===== src/rtl/frogger_pkg.sv =====
// Shared types and note table for the sound arbiter.
// Notes are {period, duration in ms, last-note flag}.
package frogger_pkg;

    typedef enum logic [1:0] {
        UI_PRESS    = 2'd0,
        NEXTLEVEL   = 2'd1,
        CRASH       = 2'd2,
        CELEBRATION = 2'd3
    } sound_t;

    typedef enum logic [1:0] {
        IDLE,
        LOAD,
        PLAY,
        GAP
    } state_t;

    typedef struct packed {
        logic [15:0] period;
        logic [7:0]  dur;
        logic        last;
    } note_t;

    localparam note_t UI_N0   = '{16'h0800, 8'd30,  1'b1};
    localparam note_t NL_N0   = '{16'h0A00, 8'd60,  1'b0};
    localparam note_t NL_N1   = '{16'h0800, 8'd60,  1'b1};
    localparam note_t CR_N0   = '{16'h2000, 8'd200, 1'b1};
    localparam note_t CE_N0   = '{16'h0C00, 8'd80,  1'b0};
    localparam note_t CE_N1   = '{16'h0A00, 8'd80,  1'b0};
    localparam note_t CE_N2   = '{16'h0800, 8'd80,  1'b0};
    localparam note_t CE_N3   = '{16'h0600, 8'd160, 1'b1};
    // Unused slots terminate immediately if ever reached.
    localparam note_t NOTE_NONE = '{16'h0000, 8'd1, 1'b1};

    function automatic note_t rom_note(input logic [3:0] a);
        unique case (a)
            4'd0:    rom_note = UI_N0;
            4'd4:    rom_note = NL_N0;
            4'd5:    rom_note = NL_N1;
            4'd8:    rom_note = CR_N0;
            4'd12:   rom_note = CE_N0;
            4'd13:   rom_note = CE_N1;
            4'd14:   rom_note = CE_N2;
            4'd15:   rom_note = CE_N3;
            default: rom_note = NOTE_NONE;
        endcase
    endfunction

    function automatic logic [1:0] rank(input sound_t s);
        unique case (s)
            CRASH:       rank = 2'd3;
            CELEBRATION: rank = 2'd2;
            NEXTLEVEL:   rank = 2'd1;
            default:     rank = 2'd0;
        endcase
    endfunction

    function automatic sound_t top_sound(input logic [3:0] r);
        if (r[CRASH])            top_sound = CRASH;
        else if (r[CELEBRATION]) top_sound = CELEBRATION;
        else if (r[NEXTLEVEL])   top_sound = NEXTLEVEL;
        else                     top_sound = UI_PRESS;
    endfunction

    function automatic logic [3:0] sound_bit(input sound_t s);
        sound_bit = 4'b0001 << s;
    endfunction

endpackage


===== src/rtl/sound_rom.sv =====
// Note table with a registered read port.
module sound_rom
    import frogger_pkg::*;
(
    input  logic       clk,
    input  logic [3:0] addr_i,
    output note_t      note_o
);

    always_ff @(posedge clk) begin
        note_o <= rom_note(addr_i);
    end

endmodule


===== src/rtl/sound_arbiter.sv =====
// Fixed-priority arbiter sequencing notes onto one shared tone generator.
// Higher-priority requests abort the current sound; lower ones wait.
module sound_arbiter
    import frogger_pkg::*;
#(
    parameter int NOTE_GAP_MS = 10
) (
    input  logic        clk,
    input  logic        reset,
    input  logic        tick_ms,
    input  logic [3:0]  req,
    output logic [15:0] tone_period,
    output logic        tone_en,
    output logic        busy,
    output logic [1:0]  cur_sound
);

    localparam int GW = $clog2(NOTE_GAP_MS + 1);

    state_t        state_q, state_d;
    sound_t        cur_q, cur_d;
    logic [1:0]    idx_q, idx_d;
    logic [3:0]    pend_q, pend_d;
    logic [7:0]    dur_q, dur_d;
    logic [GW-1:0] gap_q, gap_d;
    note_t         note;

    logic [3:0]    pend_all;
    sound_t        sel;
    sound_t        req_top;
    logic          preempt;

    sound_rom u_rom (
        .clk    (clk),
        .addr_i ({cur_q, idx_q}),
        .note_o (note)
    );

    always_ff @(posedge clk) begin
        if (reset) begin
            state_q <= IDLE;
            cur_q   <= UI_PRESS;
            idx_q   <= '0;
            pend_q  <= '0;
            dur_q   <= '0;
            gap_q   <= '0;
        end else begin
            state_q <= state_d;
            cur_q   <= cur_d;
            idx_q   <= idx_d;
            pend_q  <= pend_d;
            dur_q   <= dur_d;
            gap_q   <= gap_d;
        end
    end

    assign pend_all = pend_q | req;
    assign sel      = top_sound(pend_all);
    assign req_top  = top_sound(req);
    assign preempt  = (|req) && (rank(req_top) > rank(cur_q));

    always_comb begin
        state_d = state_q;
        cur_d   = cur_q;
        idx_d   = idx_q;
        pend_d  = pend_q;
        dur_d   = dur_q;
        gap_d   = gap_q;
        if (state_q == IDLE) begin
            if (|pend_all) begin
                cur_d   = sel;
                idx_d   = '0;
                pend_d  = pend_all & ~sound_bit(sel);
                state_d = LOAD;
                dur_d   = '0;
                gap_d   = '0;
            end
        end else begin
            // Repeats of the playing sound are coalesced away.
            pend_d = pend_q | (req & ~sound_bit(cur_q));
            if (preempt) begin
                cur_d   = req_top;
                idx_d   = '0;
                pend_d  = pend_d & ~sound_bit(req_top);
                state_d = LOAD;
                dur_d   = '0;
                gap_d   = '0;
            end else begin
                unique case (state_q)
                    LOAD: begin
                        state_d = PLAY;
                        dur_d   = '0;
                        gap_d   = '0;
                    end
                    PLAY: begin
                        if (tick_ms) begin
                            if (dur_q + 8'd1 == note.dur) begin
                                state_d = GAP;
                                dur_d   = '0;
                                gap_d   = '0;
                            end else begin
                                dur_d = dur_q + 8'd1;
                            end
                        end
                    end
                    GAP: begin
                        if (tick_ms) begin
                            if (gap_q + GW'(1) == GW'(NOTE_GAP_MS)) begin
                                dur_d = '0;
                                gap_d = '0;
                                if (note.last) begin
                                    state_d = IDLE;
                                end else begin
                                    idx_d   = idx_q + 2'd1;
                                    state_d = LOAD;
                                end
                            end else begin
                                gap_d = gap_q + GW'(1);
                            end
                        end
                    end
                    default: ;
                endcase
            end
        end
    end

    assign busy        = (state_q != IDLE);
    assign tone_en     = (state_q == PLAY);
    assign tone_period = tone_en ? note.period : 16'h0000;
    assign cur_sound   = cur_q;

endmodule


===== config.mk =====
export PLATFORM = sky130hd
export DESIGN_NAME = sound_arbiter
export DESIGN_NICKNAME = d
export VERILOG_FILES = /design/src/rtl/frogger_pkg.sv /design/src/rtl/sound_rom.sv /design/src/rtl/sound_arbiter.sv
export SDC_FILE = /design/constraint.sdc
export NUM_CORES = 1
export LEC_CHECK = 0
export CORE_ASPECT_RATIO = 1.1
export CORE_MARGIN = 2
export CORE_UTILIZATION = 35
export CTS_BUF_LIST = sky130_fd_sc_hd__clkbuf_4 sky130_fd_sc_hd__clkbuf_8 sky130_fd_sc_hd__clkbuf_16
export CTS_CLUSTER_DIAMETER = 60
export DETAILED_ROUTE_END_ITERATION = 8
export PLACE_DENSITY = 0.55
export SKIP_CTS_REPAIR_TIMING = 1
export SYNTH_ARGS = -nofsm -noshare
export SYNTH_HDL_FRONTEND = slang
export SYNTH_SLANG_ARGS = --single-unit

===== constraint.sdc =====
create_clock -name clk -period 6.6 [get_ports clk]
set_input_delay 0.66 -clock clk [delete_from_list [all_inputs] [get_ports clk]]
set_output_delay 0.66 -clock clk [all_outputs]
set_load 0.005 [all_outputs]

Yosys cells after proc, flatten, opt, wreduce, memory -nomap -nowiden

Memories as Yosys holds them, arrays and structs flattened. A register that Yosys moved wholly into a read port is not among the register bits.
Index checks and enable logic that the tools add are counted.
Widths: inputs -> output; s select.

Bits in read-only memories: 208
Memories: 1
Bits of input ports: 7
Word-level logic and storage cells: 102
Bits in registers: 38

Memories:

| name             | depth | width | rd ports | clocked after memory_dff | write ports | RTL line          | text |
|---|---|---|---|---|---|---|---|
| (name not given) | 16    | 13    | 1        | 1                        | 0           | frogger_pkg.sv:37 | `unique case (a)` |

Magnitude comparators: 1
Muxes and demuxes: 47
Reductions and logical operators: 15
$add $sub $neg: 3
Bitwise logic cells: 8
Shift operators: 3
Equality and inequality tests: 17

Operator list:

| operator            | number |
|---|---|
| $mux 8              | 7 |
| $mux 2              | 21 |
| $mux 4              | 10 |
| $pmux 8 s3          | 1 |
| $pmux 2 s3          | 3 |
| $mux 16             | 1 |
| $reduce_and 5->1    | 3 |
| $and 4x4->4         | 3 |
| $eq 2x2->1 const B  | 6 |
| $not 4->4           | 3 |
| $pmux 4 s3          | 1 |
| $shl 1x2->4 const A | 3 |
| $reduce_bool 3->1   | 3 |
| $add 8x1->8 const B | 1 |
| $eq 8x8->1          | 1 |
| $ne 4x4->1 const B  | 2 |
| $or 4x4->4          | 2 |
| $reduce_or 4->1     | 2 |
| $eq 2x1->1 const B  | 3 |
| $reduce_and 6->1    | 1 |
| $reduce_bool 5->1   | 1 |
| $add 4x1->4 const B | 1 |
| $eq 4x4->1 const B  | 1 |
| $ne 4x1->1 const B  | 1 |
| other kinds (10)    | 13 |

Longest topological paths before layout

Word-level depth: 9
Mapped depth: 12
Mapped depth without buffers: 11

Hierarchy

A second synthesis with hierarchy kept.

Cell total of the unflattened synthesis: 290
Area total of the unflattened synthesis: 2,442.3 sq um

Modules (own cells, without submodules):

| module        | cells an instance | area each (sq um) | instances | sequential area each (sq um) |
|---|---|---|---|---|
| sound_arbiter | 234               | 1,875.5           | 1         | 440.4 |
| sound_rom     | 56                | 566.8             | 1         | 240.2 |

Worst setup path before layout

OpenSTA, ideal clock, no wires.

Path kind: input-to-reg
Start point: input req[1]
End point: register idx_q[1]
Slack: 3,784 ps
Cell stages on the path: 11
Buffers on the path: 0
Arrival: 2,745 ps
Cells stage by stage: nor2_1 > or2_2 > ha_1 > inv_1 > ha_1 > nor2b_1 > o211ai_4 > a21oi_2 > a41oi_1 > or3b_2 > a21oi_1

Word-level cells in the longest chain between the ends: 9

RTL lines:

| item                                                               | RTL line            | text |
|---|---|---|
| start: declaration                                                 | sound_arbiter.sv:11 | `input logic [3:0] req,` |
| $mux 1                                                             | frogger_pkg.sv:62   | `else if (r[NEXTLEVEL]) top_sound = NEXTLEVEL;` |
| $mux 2                                                             | frogger_pkg.sv:61   | `else if (r[CELEBRATION]) top_sound = CELEBRATION;` |
| $mux 2                                                             | frogger_pkg.sv:60   | `if (r[CRASH]) top_sound = CRASH;` |
| $eq 2x1->1 / $eq 2x2->1 (equally long branches)                    | frogger_pkg.sv:51   | `unique case (s)` |
| $pmux 2 s3                                                         | frogger_pkg.sv:51   |  |
| $gt 2x2->1                                                         | sound_arbiter.sv:60 | `assign preempt = (\|req) && (rank(req_top) > rank(cur_q));` |
| $logic_and 1x1->1                                                  | sound_arbiter.sv:60 |  |
| $ne 3x3->1 (no source line), or another cell as far along          | -                   |  |
| $reduce_and 5->1 (no source line) / $mux 2 (equally long branches) | -                   |  |
| end signal: assignment                                             | sound_arbiter.sv:50 | `idx_q <= idx_d;` |
| end: declaration                                                   | sound_arbiter.sv:22 | `logic [1:0] idx_q, idx_d;` |

Parallel ways exist; a longest one is shown, timed or not.
A chain may end at the register's enable or synchronous reset.

Worst setup path in the final report

Start point: input req[2]
End point: register dur_q[5]

Word-level cells in the longest chain between the ends: 7

RTL lines:

| item                                                               | RTL line            | text |
|---|---|---|
| $mux 2                                                             | frogger_pkg.sv:60   |  |
| $eq 2x1->1 / $eq 2x2->1 (equally long branches)                    | frogger_pkg.sv:51   |  |
| $pmux 2 s3                                                         | frogger_pkg.sv:51   |  |
| $gt 2x2->1                                                         | sound_arbiter.sv:60 |  |
| $logic_and 1x1->1                                                  | sound_arbiter.sv:60 |  |
| $ne 4x4->1 (no source line), or another cell as far along          | -                   |  |
| $reduce_and 5->1 (no source line) / $mux 8 (equally long branches) | -                   |  |
| end signal: assignment                                             | sound_arbiter.sv:52 | `dur_q <= dur_d;` |
| end: declaration                                                   | sound_arbiter.sv:24 | `logic [7:0] dur_q, dur_d;` |

Parallel ways exist; a longest one is shown, timed or not.

==> impl_metrics.ini <==
[synth]
synth_top_cells_by_count = dfxtp_1 (34), nor2_1 (29), o21ai_0 (20)
synth_top_area_share_pct = 31.2
synth-edff-count = 0
ys_top_cells_by_area = dfxtp_1 (31%), ha_1 (8.0%), nor2_1 (5.0%)
synthCells = 266
syn_area_per_cell_um2 = 8.20
yosys.area.top_type = dfxtp_1
ys_warn_count = 0
synth_top_flop_cell = dfxtp_1
synth_area_um2 = 2180
yosysUniqueCellTypes = 51
async_flop_share_pct = 0
ys_seq_elements = 34
yosysMostFrequentCell = dfxtp_1
ys_seq_area_share_pct = 31.2

[clock_tree]
cts_tree = built
clk_path_buf_depth = 2
cts.clk_slew.worst_paths_ns = 0.08
insertion_delay_ns = 0.29
cts_max_level = 2
clockRootBuffer = clkbuf_8
clkSinkCount = 34
numCtsBuffers = 5

[setup_path]
crit_path_max_fanout = 10
worstSetupPathType = input port to flip-flop
cp_slowest_stage_delay_ns = 0.72
critPathBufInv = 2
crit_path_start_kind = input port
critical_path_arrival_ns = 3.57
cp-startpoint = req[2]
r2r_start = cur_sound[1]$_SDFFE_PP0P_
end_kind = flip-flop
crit_family = compound AO/OA/AOI/OAI gates
critPathSlowestCell = a31oi_1
crit_required_ns = 6.80
worstPathCellList = clkdlybuf4s50_1 > or2_2 > ha_1 > inv_1 > ha_1 > nor2b_1 > o211ai_4 > a31oi_1 > nand4_1 > a31oi_1

[power]
power_frac_clock_pct = 25.7
combPwrFrac_pct = 39.8
p_int_uw = 562
power-per-cell-area_nw_per_um2 = 370
leakage_nw = 0.938
swShare_pct = 38.3
seqPwrFrac_pct = 34.5
p_sw_uw = 350
ir_worst_vdd_mv = 0.203

[route]
drt-initial-drc-count = 108
wl_met2_um = 2270
dr.max_layer_used = met4
drt-total-wl_um = 4710
viasPerCell = 5.12
detail_route.wl_per_cell_um = 13.2
drc = 0
wl_met3_um = 151
met1_length_um = 2200
drt-pass1-iter-count = 4
vias = 1834
ant_nets = 0

[die]
chipHeight_um = 86.8
num_rows = 30
core_area_um2 = 6120
die_area_um2 = 6880
initial_core_util_pct = 35.7
die_w_um = 79.3
io_pins = 27

[finish]
nFillCells = 630
diodes = 0
drive_gt1_share_pct = 8.99
post-route-util_pct = 40.2
final_nets = 298
areaGrowthSynthToFinish_pct = 12.8

[grt]
track_usage_pct = 15.1
grt_overflow_total = 0
grt_max_degree = 24
antenna_found_initial = 0
grt_pass1_wl_um = 8170
grt_pass1_vias = 1742

[timing]
setup_tns_ns = 0
worst_pin_slew_ns = 0.946
fmax_mhz = 297
finClkSkew_ns = 0.00327
finalHoldViolCount = 0
maxSlewHeadroom_pct = 36.7
period_needed_ns = 3.37
fin_crit_sh_pct = 51.0
setup_viol = 0
rsz0062_at_grt = no
whs_ns = 0.492
drv_slew = 0

[worst_hold_path]
worstHoldPathType = flip-flop to flip-flop
min_from = gap_q[3]$_SDFFE_PP0P_

[placed_design]
dpl.hpwl_um = 3410
gp_routability_congestion = 0.853
portBuffers = 14

[run]
drv_cap = 0

[outcome]
status = complete, no violations
[cell families after synthesis]
family                   synth area share, %
AND/OR/NAND/NOR                         26.9
AO/OA/AOI/OAI                           21.7
buffers and inverters                   8.77
flip-flops                              31.2
adder cells (fa/ha/maj)                 8.03
XOR/XNOR                                3.21
other                                  0.172
[metrics by stage]
stage          setup WS (ns)  std cells  instance area (um^2)  total power [mW]
6_report                3.23        358                  2460             0.912
5_1_grt                 2.95        358                  2460             0.986
4_1_cts                 3.24        358                  2460             0.921
3_5_place_dp            2.94        350                  2320             0.684
3_3_place_gp            2.99        350                  2320             0.686
2_1_floorplan           3.78        277                  2220             0.587
[cell usage in the layout, fill, tap and decap left out, drive strengths merged, types with 3 or more instances in the layout]
cell and instances:
or4 3, a31oi 8, nor3 5, nor2 29, clkbuf 5, a2111oi 3
a21oi 17, nand2 13, nor2b 11, o21ai 20, clkdlybuf4s50 14, nor3b 3
and2 7, or3 5, ha 14, inv 14, nand3 11, dfxtp 34
or2 5, xnor2 4, conb 12, xor2 4, nand4 9
[tightest hold or removal path: stages, from the launching register on]
cell	delay (ns)
dfxtp_1	0.33
o31ai_1	0.07
a21oi_1	0.05
[state kept, by name, summed over array words and instances, names as in the netlist]
signal / cells
cur_sound: 2
dur_q: 8
gap_q: 4
idx_q: 2
pend_q: 4
state_q: 2
u_rom.note_o: 12
[power by group through the flow]
stage | logic [mW] | clock network [mW] | registers, mW
floorplan | 0.291 | 0 | 0.296
global placement | 0.366 | 0 | 0.320
detailed placement | 0.364 | 0 | 0.320
CTS | 0.367 | 0.238 | 0.315
global route | 0.414 | 0.248 | 0.325
finish | 0.363 | 0.235 | 0.314
[metal layers]
metal,GRT usage [%],up-vias
met4,6.27,0
met5,0,-
met2,24.7,32
met3,3.44,10
met1,19.1,847
li1,-,945
[layout make-up]
| cell class | instances | area, um^2 | share of cell area (%) |
|---|---|---|---|
| Multi-Input combinational cell | 208 | 1350 | 54.9 |
| Inverter | 14 | 52.6 | 2.13 |
| Tap cell | 80 | 100 | 4.07 |
| Timing Repair Buffer | 14 | 140 | 5.69 |
| Sequential cell | 34 | 681 | 27.6 |
| Clock inverter | 3 | 68.8 | 2.79 |
| Clock buffer | 5 | 68.8 | 2.79 |
[final timing paths]
kind | end | slack [ns] | depth (start not counted)
worst min register to register | gap_q[3]$_SDFFE_PP0P_ | 0.49 | 2
worst min-delay path | gap_q[3]$_SDFFE_PP0P_ | 0.49 | 2
worst max-delay path | dur_q[5]$_SDFFE_PP0P_ | 3.23 | 10
worst max register to register | dur_q[5]$_SDFFE_PP0P_ | 3.68 | 8
(Power assumes the default switching activity.)
